## src/rtl/rs_tag_allocator_pkg.sv

```systemverilog
// ---------------------------------------------------------------------------
// rs_tag_allocator_pkg
// Shared tag definitions for the tag allocator, the map table and dispatch.
//   RSTAG_W          : tag width on every bus (8)
//   RSTAG_NULL       : "no tag" encoding (8'hFF)
//   RSTAG_READY_BIT  : map-table ready-in-ROB flag position (6)
//   RSTAG_IDX_MASK   : mask selecting the pool index bits (6'h3F)
// ---------------------------------------------------------------------------
package rs_tag_allocator_pkg;

    localparam int         RSTAG_W         = 8;
    localparam int         RSTAG_IDX_W     = 6;
    localparam int         RSTAG_READY_BIT = 6;
    localparam logic [7:0] RSTAG_NULL      = 8'hFF;
    localparam logic [5:0] RSTAG_IDX_MASK  = 6'h3F;

    // Drop the ready-in-ROB flag so a ready-marked tag indexes the pool directly.
    function automatic logic [RSTAG_W-1:0] rstag_strip_ready(input logic [RSTAG_W-1:0] tag);
        return tag & ~(8'(1) << RSTAG_READY_BIT);
    endfunction

    // Build a bus tag from a pool index; the ready flag is never set here.
    function automatic logic [RSTAG_W-1:0] rstag_from_idx(input logic [RSTAG_IDX_W-1:0] idx);
        return {2'b00, idx & RSTAG_IDX_MASK};
    endfunction

endpackage

```

## src/rtl/rs_tag_allocator_if.sv

```systemverilog
// ---------------------------------------------------------------------------
// rs_tag_allocator_if
// Dispatch/retire side bundle of the tag allocator.
//   master (dispatch/retire): drives flush, inst1/2_req, free1/2_tag_in;
//                             receives grants, stalls and free count.
//   slave  (allocator)      : the reverse.
// ---------------------------------------------------------------------------
interface rs_tag_allocator_if;
    import rs_tag_allocator_pkg::*;

    logic               flush;
    logic               inst1_req;
    logic               inst2_req;
    logic [RSTAG_W-1:0] free1_tag_in;
    logic [RSTAG_W-1:0] free2_tag_in;
    logic [RSTAG_W-1:0] inst1_tag_out;
    logic [RSTAG_W-1:0] inst2_tag_out;
    logic               inst1_stall;
    logic               inst2_stall;
    logic [6:0]         free_count_out;

    modport master (
        output flush, inst1_req, inst2_req, free1_tag_in, free2_tag_in,
        input  inst1_tag_out, inst2_tag_out, inst1_stall, inst2_stall, free_count_out
    );

    modport slave (
        input  flush, inst1_req, inst2_req, free1_tag_in, free2_tag_in,
        output inst1_tag_out, inst2_tag_out, inst1_stall, inst2_stall, free_count_out
    );

endinterface

```

## src/rtl/rs_tag_allocator_tag_pri_enc.sv

```systemverilog
// ---------------------------------------------------------------------------
// tag_pri_enc
// Lowest-set-bit finder.
//   vec_i   in  W      candidate vector
//   idx_o   out IDX_W  index of the lowest set bit (0 when none)
//   valid_o out 1      at least one bit of vec_i is set
// ---------------------------------------------------------------------------
module tag_pri_enc #(
    parameter int W     = 16,
    parameter int IDX_W = 6
) (
    input  logic [W-1:0]     vec_i,
    output logic [IDX_W-1:0] idx_o,
    output logic             valid_o
);

    // Scanning downward lets the lowest set bit win the last assignment.
    always_comb begin
        idx_o   = '0;
        valid_o = 1'b0;
        for (int i = W - 1; i >= 0; i--) begin
            if (vec_i[i]) begin
                idx_o   = IDX_W'(i);
                valid_o = 1'b1;
            end
        end
    end

endmodule

```

## src/rtl/rs_tag_allocator.sv

```systemverilog
// ---------------------------------------------------------------------------
// rs_tag_allocator
// Two-wide allocator for the RS/ROB tag pool. Slot 1 gets the lowest free tag,
// slot 2 the next lowest; tags come back through two retire/CDB free ports.
//   clock  in  system clock, posedge
//   reset  in  synchronous active-high, frees every tag
//   bus    slave side of rs_tag_allocator_if (requests, frees, flush,
//          grants, stalls, registered free count)
// ---------------------------------------------------------------------------
module rs_tag_allocator
    import rs_tag_allocator_pkg::*;
#(
    parameter int NUM_TAGS = 16
) (
    input  logic              clock,
    input  logic              reset,
    rs_tag_allocator_if.slave bus
);

    logic [NUM_TAGS-1:0]    busy_q, busy_d;
    logic [6:0]             count_q, count_d;

    logic [NUM_TAGS-1:0]    free_vec, free_vec2;
    logic [NUM_TAGS-1:0]    grant1_oh, grant2_oh, ret_oh;
    logic [RSTAG_IDX_W-1:0] idx1, idx2;
    logic                   vld1, vld2;
    logic                   grant1, grant2;
    logic [RSTAG_W-1:0]     ret1, ret2;
    logic                   ret1_ok, ret2_ok;
    logic [6:0]             freed_cnt;

    assign free_vec = ~busy_q;

    tag_pri_enc #(.W(NUM_TAGS), .IDX_W(RSTAG_IDX_W)) u_enc1 (
        .vec_i   (free_vec),
        .idx_o   (idx1),
        .valid_o (vld1)
    );

    assign grant1 = bus.inst1_req && vld1;

    always_comb begin
        grant1_oh = '0;
        for (int i = 0; i < NUM_TAGS; i++)
            grant1_oh[i] = grant1 && (idx1 == RSTAG_IDX_W'(i));
    end

    // Removing slot 1's grant leaves slot 2 the lowest free tag above it;
    // with no slot-1 request nothing is removed and slot 2 takes the lowest.
    assign free_vec2 = free_vec & ~grant1_oh;

    tag_pri_enc #(.W(NUM_TAGS), .IDX_W(RSTAG_IDX_W)) u_enc2 (
        .vec_i   (free_vec2),
        .idx_o   (idx2),
        .valid_o (vld2)
    );

    assign grant2 = bus.inst2_req && vld2;

    always_comb begin
        grant2_oh = '0;
        for (int i = 0; i < NUM_TAGS; i++)
            grant2_oh[i] = grant2 && (idx2 == RSTAG_IDX_W'(i));
    end

    assign bus.inst1_tag_out  = grant1 ? rstag_from_idx(idx1) : RSTAG_NULL;
    assign bus.inst2_tag_out  = grant2 ? rstag_from_idx(idx2) : RSTAG_NULL;
    assign bus.inst1_stall    = bus.inst1_req && !grant1;
    assign bus.inst2_stall    = bus.inst2_req && !grant2;
    assign bus.free_count_out = count_q;

    // Returned tags: ready flag stripped; the null code and anything beyond
    // the pool land out of range and are ignored.
    assign ret1    = rstag_strip_ready(bus.free1_tag_in);
    assign ret2    = rstag_strip_ready(bus.free2_tag_in);
    assign ret1_ok = (bus.free1_tag_in != RSTAG_NULL) && (ret1 < 8'(NUM_TAGS));
    assign ret2_ok = (bus.free2_tag_in != RSTAG_NULL) && (ret2 < 8'(NUM_TAGS));

    always_comb begin
        ret_oh = '0;
        for (int i = 0; i < NUM_TAGS; i++)
            ret_oh[i] = (ret1_ok && ret1 == 8'(i)) || (ret2_ok && ret2 == 8'(i));
    end

    // Only busy tags count as freed, and a tag named on both ports sets a
    // single bit, so duplicates and already-free tags never inflate the count.
    always_comb begin
        freed_cnt = '0;
        for (int i = 0; i < NUM_TAGS; i++)
            freed_cnt = freed_cnt + 7'(ret_oh[i] & busy_q[i]);
    end

    // Granted tags are free and returned tags only matter when busy, so the
    // set and clear masks never collide on a live bit.
    assign busy_d  = (busy_q & ~ret_oh) | grant1_oh | grant2_oh;
    assign count_d = count_q - 7'(grant1) - 7'(grant2) + freed_cnt;

    always_ff @(posedge clock) begin
        if (reset || bus.flush) begin
            busy_q  <= '0;
            count_q <= 7'(NUM_TAGS);
        end else begin
            busy_q  <= busy_d;
            count_q <= count_d;
        end
    end

endmodule

```

## src/flat_wrapper.sv

```systemverilog
// flat-port wrapper written by rule: the top's interface ports become plain ports
module rs_tag_allocator_flat import rs_tag_allocator_pkg::*;
#(
    parameter int NUM_TAGS = 16
)
  (clock, reset, bus_flush, bus_inst1_req, bus_inst2_req, bus_free1_tag_in, bus_free2_tag_in, bus_inst1_tag_out, bus_inst2_tag_out, bus_inst1_stall, bus_inst2_stall, bus_free_count_out);
  rs_tag_allocator_if bus_i ();
  input  logic clock;
  input  logic reset;
  input wire logic [$bits(bus_i.flush)-1:0] bus_flush;
  input wire logic [$bits(bus_i.inst1_req)-1:0] bus_inst1_req;
  input wire logic [$bits(bus_i.inst2_req)-1:0] bus_inst2_req;
  input wire logic [$bits(bus_i.free1_tag_in)-1:0] bus_free1_tag_in;
  input wire logic [$bits(bus_i.free2_tag_in)-1:0] bus_free2_tag_in;
  output wire logic [$bits(bus_i.inst1_tag_out)-1:0] bus_inst1_tag_out;
  output wire logic [$bits(bus_i.inst2_tag_out)-1:0] bus_inst2_tag_out;
  output wire logic [$bits(bus_i.inst1_stall)-1:0] bus_inst1_stall;
  output wire logic [$bits(bus_i.inst2_stall)-1:0] bus_inst2_stall;
  output wire logic [$bits(bus_i.free_count_out)-1:0] bus_free_count_out;
  assign bus_i.flush = bus_flush;
  assign bus_i.inst1_req = bus_inst1_req;
  assign bus_i.inst2_req = bus_inst2_req;
  assign bus_i.free1_tag_in = bus_free1_tag_in;
  assign bus_i.free2_tag_in = bus_free2_tag_in;
  assign bus_inst1_tag_out = bus_i.inst1_tag_out;
  assign bus_inst2_tag_out = bus_i.inst2_tag_out;
  assign bus_inst1_stall = bus_i.inst1_stall;
  assign bus_inst2_stall = bus_i.inst2_stall;
  assign bus_free_count_out = bus_i.free_count_out;
  rs_tag_allocator #(.NUM_TAGS(NUM_TAGS)) u_core (.clock(clock), .reset(reset), .bus(bus_i));
endmodule
```

## config.mk

```make
export PLATFORM = sky130hd
export DESIGN_NAME = rs_tag_allocator_flat
export DESIGN_NICKNAME = d
export VERILOG_FILES = /design/src/rtl/rs_tag_allocator_pkg.sv /design/src/rtl/rs_tag_allocator_if.sv /design/src/rtl/rs_tag_allocator_tag_pri_enc.sv /design/src/rtl/rs_tag_allocator.sv /design/src/flat_wrapper.sv
export SDC_FILE = /design/constraint.sdc
export NUM_CORES = 1
export LEC_CHECK = 0
export ABC_AREA = 1
export BUFFER_PORTS_ARGS = -buffer_cell sky130_fd_sc_hd__buf_4
export CAP_MARGIN = 20
export CORE_MARGIN = 2
export CORE_UTILIZATION = 52
export DETAILED_ROUTE_END_ITERATION = 10
export PLACE_DENSITY = 0.83
export SLEW_MARGIN = 20
export SYNTH_ARGS = -nofsm -noshare
export SYNTH_HDL_FRONTEND = slang
export SYNTH_SLANG_ARGS = --single-unit
```

## constraint.sdc

```tcl
create_clock -name clock -period 5.7 [get_ports clock]
set_input_delay 0.57 -clock clock [delete_from_list [all_inputs] [get_ports clock]]
set_output_delay 0.57 -clock clock [all_outputs]
set_load 0.02 [all_outputs]
```

=== Word level (Yosys, flattened, before mapping) ===
Cells that the tools add are included.

* Word-level logic and storage cells: 266
* Output and inout port bits: 25
* Register bits after elaboration: 23
* Input bits: 21

* $lt $le $gt $ge: 2
* Bitwise operators: 23
* Muxes and demuxes: 66
* Reduce and logical (&&, ||, !) cells: 93
* Add/sub/neg operators: 18
* Equal/unequal tests: 62

{| class="wikitable"
|+ Operators by type and width
! cell !! count
|-
| $mux 6 || 30
|-
| $add 7x7->7 || 16
|-
| $eq 7x4->1 const B || 16
|-
| $eq 6x4->1 const B || 16
|-
| $logic_and 1x1->1 || 70
|-
| $eq 7x3->1 const B || 8
|-
| $eq 6x3->1 const B || 8
|-
| $not 16->16 || 3
|-
| $and 16x16->16 || 2
|-
| $mux 1 || 32
|-
| $or 16x16->16 || 2
|-
| $eq 7x2->1 const B || 4
|-
| $eq 6x2->1 const B || 4
|-
| $logic_or 1x1->1 || 17
|-
| $and 1x1->1 || 16
|-
| $logic_not 8->1 || 2
|-
| $lt 8x5->1 const B || 2
|-
| $mux 8 || 2
|-
| $ne 8x8->1 const B || 2
|-
| $eq 7x1->1 const B || 2
|-
| $sub 7x1->7 || 2
|-
| $eq 6x1->1 const B || 2
|-
| $logic_not 6->1 || 2
|-
| $mux 4 || 2
|-
| $logic_not 1->1 || 2
|}

=== Depth between registers and ports, before layout ===
* Word-level depth: 40
* Mapped depth: 41
* Depth with buffers taken out: 41

=== By module ===
From an unflattened synthesis, not the netlist that was laid out.

* Cell total of the unflattened synthesis: 542
* Area total of the unflattened synthesis: 3,090.5 µm²

{| class="wikitable"
|+ Modules (own cells, without submodules)
! module !! cells an instance !! seq. area each (µm²) !! instances !! area an instance (µm²)
|-
| rs_tag_allocator || 438 || 460.4 || 1 || 2,635.0
|-
| tag_pri_enc || 52 || 0.0 || 2 || 227.7
|}

=== Least setup slack after synthesis ===
No wires, ideal clock.

* Kind: register to register
* Start point: register u_core.busy_q[15]
* End point: register u_core.count_q[6] (netlist: u_core.bus.free_count_out[6])
* Cell stages (with the launch flop): 42
* Path buffers: 0
* Clock period less this slack: 6.250 ns
* Path slack: -0.550 ns
* Data arrival time: 6.118 ns
* Data required time: 5.568 ns
* Library setup time: 0.132 ns
* Cells stage by stage: dfxtp_1 inv_2 nand2_1 nand2_1 nand2_1 nand2_1 nand2_1 nand2_1 nand2_1 nand2_1 nand2_1 nand2_1 nand2_1 nand2_2 nand2_4 nand2_4 nand2_4 inv_4 [6 not listed] nor2_2 nor2_4 inv_1 fa_1 inv_1 fa_1 fa_1 fa_1 inv_1 fa_1 fa_1 inv_1 fa_1 o31ai_1 a21oi_1 nor2_1 o21a_1 nor3_1

* Word-level cells in the longest chain between the ends: 40
* Elaborated cells between the ends (all ways): 90
* Classes of those cells: add/sub: 4; eq/ne: 15; mux: 48; bitwise: 4; reduce/logical: 19

{| class="wikitable"
|+ RTL lines
! item !! RTL line !! RTL
|-
| from (decl) || rs_tag_allocator.sv:20 || <nowiki>logic [NUM_TAGS-1:0] busy_q, busy_d;</nowiki>
|-
| from (signal assigned) || rs_tag_allocator.sv:103 || <nowiki>busy_q <= busy_d;</nowiki>
|-
| $not 16->16 || rs_tag_allocator.sv:32 || <nowiki>assign free_vec = ~busy_q;</nowiki>
|-
| $mux 4 / $mux 1 (equally long branches) || rs_tag_allocator_tag_pri_enc.sv:22 || <nowiki>if (vec_i[i]) begin</nowiki>
|-
| $mux 6 / $mux 1 (equally long branches) (15 in series) || rs_tag_allocator_tag_pri_enc.sv:22 ||
|-
| $eq 6x4->1 / $logic_and 1x1->1 (equally long branches) || rs_tag_allocator.sv:45, rs_tag_allocator.sv:40 ||
|-
| $logic_and 1x1->1 || rs_tag_allocator.sv:45 || <nowiki>grant1_oh[i] = grant1 && (idx1 == RSTAG_IDX_W'(i));</nowiki>
|-
| $not 16->16 || rs_tag_allocator.sv:50 || <nowiki>assign free_vec2 = free_vec & ~grant1_oh;</nowiki>
|-
| $and 16x16->16 || rs_tag_allocator.sv:50 ||
|-
| $mux 1 (16 in series) || rs_tag_allocator_tag_pri_enc.sv:22 ||
|-
| $logic_and 1x1->1 || rs_tag_allocator.sv:58 || <nowiki>assign grant2 = bus.inst2_req && vld2;</nowiki>
|-
| $sub 7x1->7 || rs_tag_allocator.sv:96 || <nowiki>assign count_d = count_q - 7'(grant1) - 7'(grant2) + freed_cnt;</nowiki>
|-
| $add 7x7->7 * || rs_tag_allocator.sv:96 ||
|-
| to (signal assigned) || rs_tag_allocator.sv:101 || <nowiki>count_q <= 7'(NUM_TAGS);</nowiki>
|-
| to (signal assigned) || rs_tag_allocator.sv:104 || <nowiki>count_q <= count_d;</nowiki>
|-
| to (decl) || rs_tag_allocator.sv:21 || <nowiki>logic [6:0] count_q, count_d;</nowiki>
|}

Mark *: on every way between the ends. The rest lies on a longest branch, timed or not.
A chain may end at the register's enable or synchronous reset.

=== Final worst setup path ===
Ends and elaborated chain as after synthesis.

==> impl_metrics.py <==
metrics = {
    "sta": {
        "fmax_mhz": 164,
        "final.setup_skew_ns": 0.0115,
        "worst_pin_slew_ns": 0.693,
        "finalSetupViolCount": 4,
        "finalSetupTns_ns": -0.813,
        "hold_violations": 0,
        "period_minus_slack_ns": 6.08,
        "setup_slack_ns": -0.381,
        "relSlewSlack": 0.537,
        "post-route-period-util": 1.07,
        "final_max_slew_viol_count": 0,
        "rsz0062_at_grt": "true",
    },
    "drt": {
        "drt_iter0_drc": 168,
        "wl_mm": 8.51,
        "num_vias": 3184,
        "drtAntennaViolNets": 0,
        "wire_per_inst_um": 14.0,
        "dr.pass1.iters": 5,
        "viasPerCell": 5.23,
        "drc_errors": 0,
    },
    "global_routing": {
        "grt_start_max_net_pins": 21,
        "gr-usage-all-layers": 0.299,
        "first_global_vias": 3196,
        "grt_pass1_wl_mm": 14.2,
        "overflow": 0,
        "grt_antenna_before_repair": 0,
    },
    "critical_path": {
        "arrival_ns": 6.22,
        "required_ns": 5.83,
        "cpPeakStageDelay_ns": 0.54,
        "cpMaxStageDelayCell": "fa_1",
        "crit_start": "u_core.busy_q[15]",
        "reg2reg_from": "u_core.busy_q[15]",
        "cp_max_fo": 4,
        "crit_type": "flop to flop",
        "worstSetupStartpointType": "flop",
        "critPathCaptureType": "flop",
        "path_common_cell": "nand2_1",
    },
    "synth": {
        "yosysUniqueCellTypes": 35,
        "ys_ff_latch": 23,
        "syn_area_um2": 2790,
        "yosys.area.top_type_share": 0.165,
        "synth_fp_nets": 479,
        "synthFlopType": "dfxtp_1",
        "postSynthAreaPerCell_um2": 6.55,
        "async_flop_share": 0,
        "synth_top_cell_by_area": "dfxtp_1",
        "yosys_warnings": 0,
        "synth_seq_area_share": 0.165,
        "syn_inst": 425,
        "synth_edf_count": 0,
        "ys_top_cells_by_area": "dfxtp_1 17%, inv_1 12%, nand2_1 12%",
    },
    "run_status": {
        "violations": "setup timing",
        "status": "finished with violations",
    },
    "cells_and_area": {
        "final_cells": 609,
        "n_antenna_cell": 0,
        "fin_nets": 594,
        "seq_area_um2": 462,
        "mostFrequentLayoutCells": "118 x buf_4, 87 x inv_1, 71 x nand2_1",
        "multiInputGateArea_um2": 2040,
        "final_common_cell": "buf_4",
        "layout-drive-gt1-share": 0.367,
        "final_util": 0.759,
        "area_delta_synth_final_pct": 40.0,
        "fill_cells": 421,
    },
    "power_and_ir_drop": {
        "fin_total_pwr_w": 0.000496,
        "power_density_nw_per_um2": 127,
        "leakagePower_nw": 1.85,
        "max-vdd-ir-drop_v": 0.000159,
    },
    "clock_network": {
        "htreeDepth": 1,
        "clockBufferDepth": 2,
        "cts_tree": "yes",
        "clk_pin_slew_worst_paths_ns": 0.09,
        "cts_root_buf": "clkbuf_8",
        "cts_sinks": 23,
        "cts_made_buffers": 3,
        "worstSkewPairLatency_ns": 0.28,
    },
    "floorplanning": {
        "die-area_um2": 5960,
        "initial_core_util": 0.542,
        "fp-row-count": 26,
        "dieHeight_um": 77.2,
        "core_area_um2": 5140,
        "chipWidth_um": 77.2,
        "top_level_ports": 46,
    },
    "placement": {
        "numPlacedInstances": 595,
        "io_buffers": 43,
        "detailed_place_hpwl_mm": 7.04,
        "routabilityCongestion": 0.962,
    },
    "hold_path": {
        "min_path_type": "input pin to flop",
        "min_from": "reset",
    },
    "job": {
        "cap_violations": 0,
    },
}
[layout make-up]
| cell class | instances | share of cell area |
|---|---|---|
| Clock buffer | 3 | 0.0106 |
| Sequential cell | 23 | 0.118 |
| Clock inverter | 1 | 0.00128 |
| Tap cell | 70 | 0.0225 |
| Timing Repair Buffer | 118 | 0.227 |
| Inverter | 98 | 0.0960 |
| Multi-Input combinational cell | 296 | 0.524 |
[where the power goes]
part / total [W] / switching [W] / internal (W)
Clock: 0.000106 / 0.0000567 / 0.0000490
Combinational: 0.000216 / 0.000127 / 0.0000886
Sequential: 0.000174 / 0.00000604 / 0.000168
Total: 0.000496 / 0.000190 / 0.000306
[synth_stat cells, types with 8 or more instances]
cell     instances
dfxtp_1         23
ha_1            20
a21oi_1         28
fa_1            13
nand3_1         23
nor2_1          33
nor3_1           8
o22ai_1         12
o21ai_0         17
nand2_2          8
nand2_1         89
inv_1           91
[per-stage QoR]
step                      area (um^2)  hold slack (ns)  worst slack (ns)
final                            3900            0.585            -0.381
after global routing             3900            0.611            -0.702
after CTS                        3830            0.591            -0.298
after detailed placement         3700            0.606            -0.379
after global placement           3700            0.555            -0.244
after floorplan                  2850            0.536           -0.0171
[metal layers]
metal / track usage / wire length [um] / vias to the layer above
met5: 0 / 0 / -
met4: 0.146 / 410 / 0
met3: 0.0659 / 618 / 37
met2: 0.529 / 4210 / 145
met1: 0.338 / 3270 / 1433
li1: - / - / 1569
[state kept, by name (all words and copies together), names as in the netlist]
| register | cells |
|---|---|
| u_core.busy_q | 16 |
| u_core.bus.free_count_out | 7 |
[repair_timing]
item,CTS,global route
setup endpoints to repair,3,6
pin swaps,8,7
hold buffers,0,0
buffers inserted,6,4
gates cloned,0,0
gates resized for setup,15,13
[final timing paths]
kind / to / slack [ns] / cells after the start
worst max-delay path: u_core.bus.free_count_out[6] / -0.38 / 41
worst min-delay path: u_core.bus.free_count_out[3] / 0.58 / 4
worst min register to register: u_core.busy_q[12] / 0.63 / 4
worst max register to register: u_core.bus.free_count_out[6] / -0.38 / 41
[logic make-up after synthesis]
family                     share of synthesized area
xor gates and xnor gates                      0.0126
AOI/OAI and AO/OA                              0.139
DFF                                            0.165
adders and majority gates                      0.183
and+or+nand+nor                                0.347
buffers and inverters                          0.152
[worst max-delay path, delay by kind of cell, from the launching register on]
kind,cells,cell delay (ns)
AOI/OAI and AO/OA,3,0.47
adders and majority gates,7,2.93
buffers and inverters,6,0.31
DFF,1,0.36
and+or+nand+nor,25,1.86
No activity file was read; power rests on OpenSTA's default activity.
